`config.mk`:
```
export PLATFORM = sky130hd
export DESIGN_NAME = fb_scanout
export DESIGN_NICKNAME = d
export VERILOG_FILES = /design/src/rtl/fb_scanout.sv
export SDC_FILE = /design/constraint.sdc
export NUM_CORES = 1
export LEC_CHECK = 0
export BUFFER_PORTS_ARGS = -buffer_cell sky130_fd_sc_hd__buf_2
export CAP_MARGIN = 15
export CELL_PAD_IN_SITES_DETAIL_PLACEMENT = 0
export CELL_PAD_IN_SITES_GLOBAL_PLACEMENT = 2
export CORE_MARGIN = 2
export CORE_UTILIZATION = 35
export DETAILED_ROUTE_END_ITERATION = 8
export PLACE_DENSITY = 0.81
export SLEW_MARGIN = 20
export SYNTH_ARGS = -nofsm -noshare
export SYNTH_HDL_FRONTEND = slang
export SYNTH_SLANG_ARGS = --single-unit
```
`constraint.sdc`:
```
create_clock -name clk -period 5.8 [get_ports clk]
set_input_delay 1.16 -clock clk [delete_from_list [all_inputs] [get_ports clk]]
set_output_delay 1.16 -clock clk [all_outputs]
set_load 0.02 [all_outputs]
```
`src/rtl/fb_scanout.sv`:
```
// Framebuffer scanout reader: walks a dpram read port in raster order and streams
// pixels with x/y, end-of-line and end-of-frame tags over valid/ready.
module fb_scanout #(
    parameter int unsigned DATA_WIDTH = 8,
    parameter int unsigned WIDTH      = 4,
    parameter int unsigned HEIGHT     = 4,
    parameter int unsigned ADDR_BITS  = (WIDTH * HEIGHT > 1) ? $clog2(WIDTH * HEIGHT) : 1,
    parameter int unsigned X_BITS     = (WIDTH > 1) ? $clog2(WIDTH) : 1,
    parameter int unsigned Y_BITS     = (HEIGHT > 1) ? $clog2(HEIGHT) : 1
) (
    input  logic                  clk,
    input  logic                  rst_n,
    input  logic                  start,
    output logic                  busy,
    output logic [ADDR_BITS-1:0]  rd_addr,
    input  logic [DATA_WIDTH-1:0] rd_data,
    output logic                  out_valid,
    input  logic                  out_ready,
    output logic [DATA_WIDTH-1:0] out_data,
    output logic [X_BITS-1:0]     out_x,
    output logic [Y_BITS-1:0]     out_y,
    output logic                  out_eol,
    output logic                  out_eof
);

    localparam int unsigned          N        = WIDTH * HEIGHT;
    localparam logic [ADDR_BITS-1:0] LastAddr = ADDR_BITS'(N - 1);
    localparam logic [X_BITS-1:0]    LastX    = X_BITS'(WIDTH - 1);
    localparam logic [Y_BITS-1:0]    LastY    = Y_BITS'(HEIGHT - 1);

    typedef enum logic [1:0] {StIdle, StFetch, StDrain} state_e;

    state_e                 state_q, state_d;
    logic [ADDR_BITS-1:0]   rd_addr_q, rd_addr_d;
    logic                   a_valid_q, a_valid_d;   // address on rd_addr this cycle
    logic                   b_valid_q;              // rd_data valid this cycle
    logic [DATA_WIDTH-1:0]  fifo_mem_q [4];
    logic [1:0]             wr_ptr_q, rd_ptr_q;
    logic [2:0]             fifo_cnt_q, fifo_cnt_d;
    logic [X_BITS-1:0]      x_q, x_d;
    logic [Y_BITS-1:0]      y_q, y_d;
    logic [3:0]             occupancy;
    logic                   push, pop;

    // Every issued read owns a FIFO slot until it is popped, so the FIFO cannot overflow.
    assign occupancy = 4'(fifo_cnt_q) + 4'(a_valid_q) + 4'(b_valid_q);
    assign push      = b_valid_q;
    assign pop       = out_valid && out_ready;

    assign busy      = (state_q != StIdle);
    assign rd_addr   = rd_addr_q;
    assign out_valid = (fifo_cnt_q != 3'd0);
    assign out_data  = out_valid ? fifo_mem_q[rd_ptr_q] : '0;
    assign out_x     = x_q;
    assign out_y     = y_q;
    assign out_eol   = out_valid && (x_q == LastX);
    assign out_eof   = out_eol && (y_q == LastY);

    always_comb begin
        state_d   = state_q;
        rd_addr_d = rd_addr_q;
        a_valid_d = 1'b0;
        unique case (state_q)
            StIdle: begin
                if (start) begin
                    rd_addr_d = '0;
                    a_valid_d = 1'b1;
                    state_d   = (N == 1) ? StDrain : StFetch;
                end
            end
            StFetch: begin
                if (occupancy < 4'd4) begin
                    rd_addr_d = rd_addr_q + 1'b1;
                    a_valid_d = 1'b1;
                    if (rd_addr_d == LastAddr) begin
                        state_d = StDrain;
                    end
                end
            end
            StDrain: begin
                if (pop && out_eof) begin
                    state_d = StIdle;
                end
            end
            default: state_d = StIdle;
        endcase
    end

    always_comb begin
        fifo_cnt_d = fifo_cnt_q + 3'(push) - 3'(pop);
        x_d        = x_q;
        y_d        = y_q;
        if (pop) begin
            if (x_q == LastX) begin
                x_d = '0;
                y_d = (y_q == LastY) ? '0 : y_q + 1'b1;
            end else begin
                x_d = x_q + 1'b1;
            end
        end
    end

    always_ff @(posedge clk) begin
        if (!rst_n) begin
            state_q    <= StIdle;
            rd_addr_q  <= '0;
            a_valid_q  <= 1'b0;
            b_valid_q  <= 1'b0;
            wr_ptr_q   <= '0;
            rd_ptr_q   <= '0;
            fifo_cnt_q <= '0;
            x_q        <= '0;
            y_q        <= '0;
        end else begin
            state_q    <= state_d;
            rd_addr_q  <= rd_addr_d;
            a_valid_q  <= a_valid_d;
            b_valid_q  <= a_valid_q;
            fifo_cnt_q <= fifo_cnt_d;
            x_q        <= x_d;
            y_q        <= y_d;
            if (push) begin
                wr_ptr_q <= wr_ptr_q + 1'b1;
            end
            if (pop) begin
                rd_ptr_q <= rd_ptr_q + 1'b1;
            end
        end
    end

    // Storage needs no reset: out_data is masked while the FIFO is empty.
    always_ff @(posedge clk) begin
        if (push) begin
            fifo_mem_q[wr_ptr_q] <= rd_data;
        end
    end

endmodule

```
==> flow_summary_export.csv <==
group,metric,value,unit
synthesis,synth-seq-cells,53,
clock_tree,cts.path.max_buffers,2,
sta,maxSlewViolCount,0,
worst_setup_path,startpoint_type,"flop",
global_routing,grt_pass1_vias,1240,
hold_path,hold_class,"reg2reg",
synthesis,synth.distinct_cells,33,
sta,layout_min_cycle_time,3010,ps
layout,fillers,633,
detailed_routing,routedWlPerCell,13.1,µm
worst_setup_path,r2r_start,"fifo_cnt_q[2]",
sta,max_freq,0.332,GHz
clock_tree,cts_sinks,53,
detailed_routing,detail_route.first_pass.iterations,4,
synthesis,synthesis.area,2270,µm²
worst_setup_path,cp_max_fo,8,
clock_tree,cts-resized-gates,0,
synthesis,synth_edf_count,32,
pwr,power.leakage,0.997,nW
worst_setup_path,cp-end-kind,"primary output",
sta,worst_pin_slew,532,ps
global_routing,grt_max_degree,17,
detailed_routing,ant_nets,0,
global_routing,gr-usage-all-layers,11.2,%
synthesis,seq_area_frac_synth,60.9,%
detailed_routing,num_vias,1309,
synthesis,synth-async-reset-ratio,0,%
synthesis,synth_ff_type,"edfxtp_1",
floorplanning,io_pins,32,
layout,final_cell_area,2590,µm²
global_routing,grt_overflow,0,
place,io_buffer_count,31,
clock_tree,numCtsBuffers,5,
place,placed_cell_area,2500,µm²
sta,clock-skew-final,5.74,ps
sta,hold_viol_final,0,
detailed_routing,viasPerCell,4.66,
floorplanning,die_h,84.5,µm
clock_tree,path_clk_slew,90,ps
clock_tree,cts_hold_buf,0,
floorplanning,die_w,84.5,µm
synthesis,netlist_instances,169,
sta,timing.setup.tns,0,ps
worst_setup_path,critPathKind,"reg2out",
flow_run,drv_cap,0,
worst_setup_path,rrSetupSlack,3510,ps
pwr,ir_drop,187,µV
place,hpwl,2580,µm
floorplanning,dieArea,7140,µm²
synthesis,synthTopCellsByArea,"edfxtp_1 42%, dfxtp_1 19%, mux4_2 7.9%",
global_routing,antenna_found_initial,0,
clock_tree,clock_latency,300,ps
layout,drive_gt1_share,25.0,%
floorplanning,core.rowCount,29,
clock_tree,cts_tree,"yes",
floorplanning,core-area,6310,µm²
detailed_routing,drt_wl_total,3680,µm
sta,report.final.setup_viol,0,
synthesis,synth_area_leader_cell,"edfxtp_1",
floorplanning,start_util,35.9,%
run_status,status,"complete, no violations",
worst_setup_path,endpoint,"out_data[1]",
synthesis,synth_area_per_cell,13.4,µm²
layout,area_growth,14.1,%
clock_tree,cts_root_buf,"clkbuf_8",
sta,post-route-period-util,51.9,%
worst_setup_path,reg2reg_to,"fifo_cnt_q[2]",
sta,rsz0062_at_grt,"no",
synthesis,synth_nets,194,
synthesis,yosys.area.top_type_share,42.4,%
global_routing,grt_pass1_wl,6240,µm
clock_tree,post_cts_buffers,0,
layout,nets,228,
detailed_routing,drc,0,
sta,slew_headroom,64.5,%
layout,antenna_cells,0,
clock_tree,ctsHtreeMaxLevel,2,
synthesis,yosysWarnings,0,
worst_setup_path,required,4640,ps
place,gp_congestion,0.688,
worst_setup_path,r2r_cells,9,
worst_setup_path,arrival,1850,ps
detailed_routing,first_iter_violations,66,
pwr,power.density,373,nW/µm²
-- power by group --
part	switching (mW)	internal, mW	total, mW	leakage [nW]
sequential	0.0397	0.430	0.470	0.461
combinational	0.165	0.134	0.299	0.491
clock	0.114	0.0836	0.197	0.0455
-- state kept, by name (all words and copies together), names as in the netlist, named ones only --
| signal | count |
|---|---|
| wr_ptr_q | 2 |
| fifo_cnt_q | 3 |
| state_q | 2 |
| b_valid_q | 1 |
| out_x | 2 |
| rd_addr | 4 |
| fifo_mem_q | 32 |
| a_valid_q | 1 |
| out_y | 2 |
| rd_ptr_q | 2 |
-- Yosys cell counts, types with 3 or more instances --
cell,number
inv_1,11
xnor2_1,3
dfxtp_1,21
a21oi_1,5
edfxtp_1,32
nand2_1,15
nor2_1,11
and2_1,16
ha_1,12
nand3_1,5
mux4_2,8
-- worst max-delay path: stages, from the launching register on --
cell and delay, ps:
dfxtp_1 660, mux4_2 560, and2_1 170, buf_2 150
-- layer usage --
metal / GRT usage [%] / part of all wire [%] / routed length, µm / vias up
met2: 16.8 / 45 / 1670 / 19
met5: 0 / 0 / 0 / -
li1: - / - / - / 672
met1: 15.6 / 50 / 1840 / 614
met3: 3.05 / 3.4 / 125 / 4
met4: 3.90 / 1.1 / 40 / 0
-- kinds of logic after synthesis --
kind of cell / Yosys count / share of synthesized area, %
AOI/OAI and AO/OA: 17 / 5.19
DFF: 53 / 60.9
and+or+nand+nor: 56 / 13.0
xor gates and xnor gates: 5 / 1.93
adders and majority gates: 13 / 7.51
buffers and inverters: 15 / 2.59
muxes: 10 / 8.89
-- metrics by stage --
| step | hold slack, ps | setup WS [ps] | power [mW] | utilization [%] | instances |
|---|---|---|---|---|---|
| 2_1_floorplan | 430 | 3290 | 0.702 | - | 169 |
| 3_3_place_gp | 455 | 3030 | 0.786 | 39.6 | 273 |
| 3_5_place_dp | 449 | 3060 | 0.786 | 39.6 | 273 |
| 4_1_cts | 483 | 2720 | 0.984 | 41.0 | 281 |
| 5_1_grt | 507 | 2640 | 1.04 | 41.0 | 281 |
| 6_report | 481 | 2790 | 0.966 | 41.0 | 281 |
-- placed cells by master (no fill, tap or decap), types with 2 or more instances in the layout --
cell	n
buf_2	31
clkbuf_8	5
a31oi_1	2
and2_1	16
o31ai_1	2
nor2b_1	2
inv_1	11
or3_4	2
mux4_2	8
xor2_1	2
nand3_1	5
o211ai_1	2
a21oi_1	5
edfxtp_1	32
ha_1	12
nor2_1	11
xnor2_1	3
dfxtp_1	21
nand2_1	15
-- final cells by class --
class / count / area, µm² / area share, %
inverter: 11 / 41.3 / 1.60
clock buffer: 5 / 68.8 / 2.66
tap: 77 / 96.3 / 3.72
multi-input combinational: 101 / 827 / 32.0
timing repair buffer: 31 / 155 / 6.00
sequential: 53 / 1380 / 53.4
clock inverter: 3 / 17.5 / 0.677
-- how the worst min path moves through the flow --
stage | startpoint | endpoint | cells past startpoint
final | out_y[1] | out_y[1] | 2
after global routing | out_y[1] | out_y[1] | 2
after CTS | out_y[1] | out_y[1] | 2
after detailed placement | a_valid_q | b_valid_q | 1
after global placement | a_valid_q | b_valid_q | 1
after floorplan | a_valid_q | b_valid_q | 1
(Power assumes the default switching activity.)
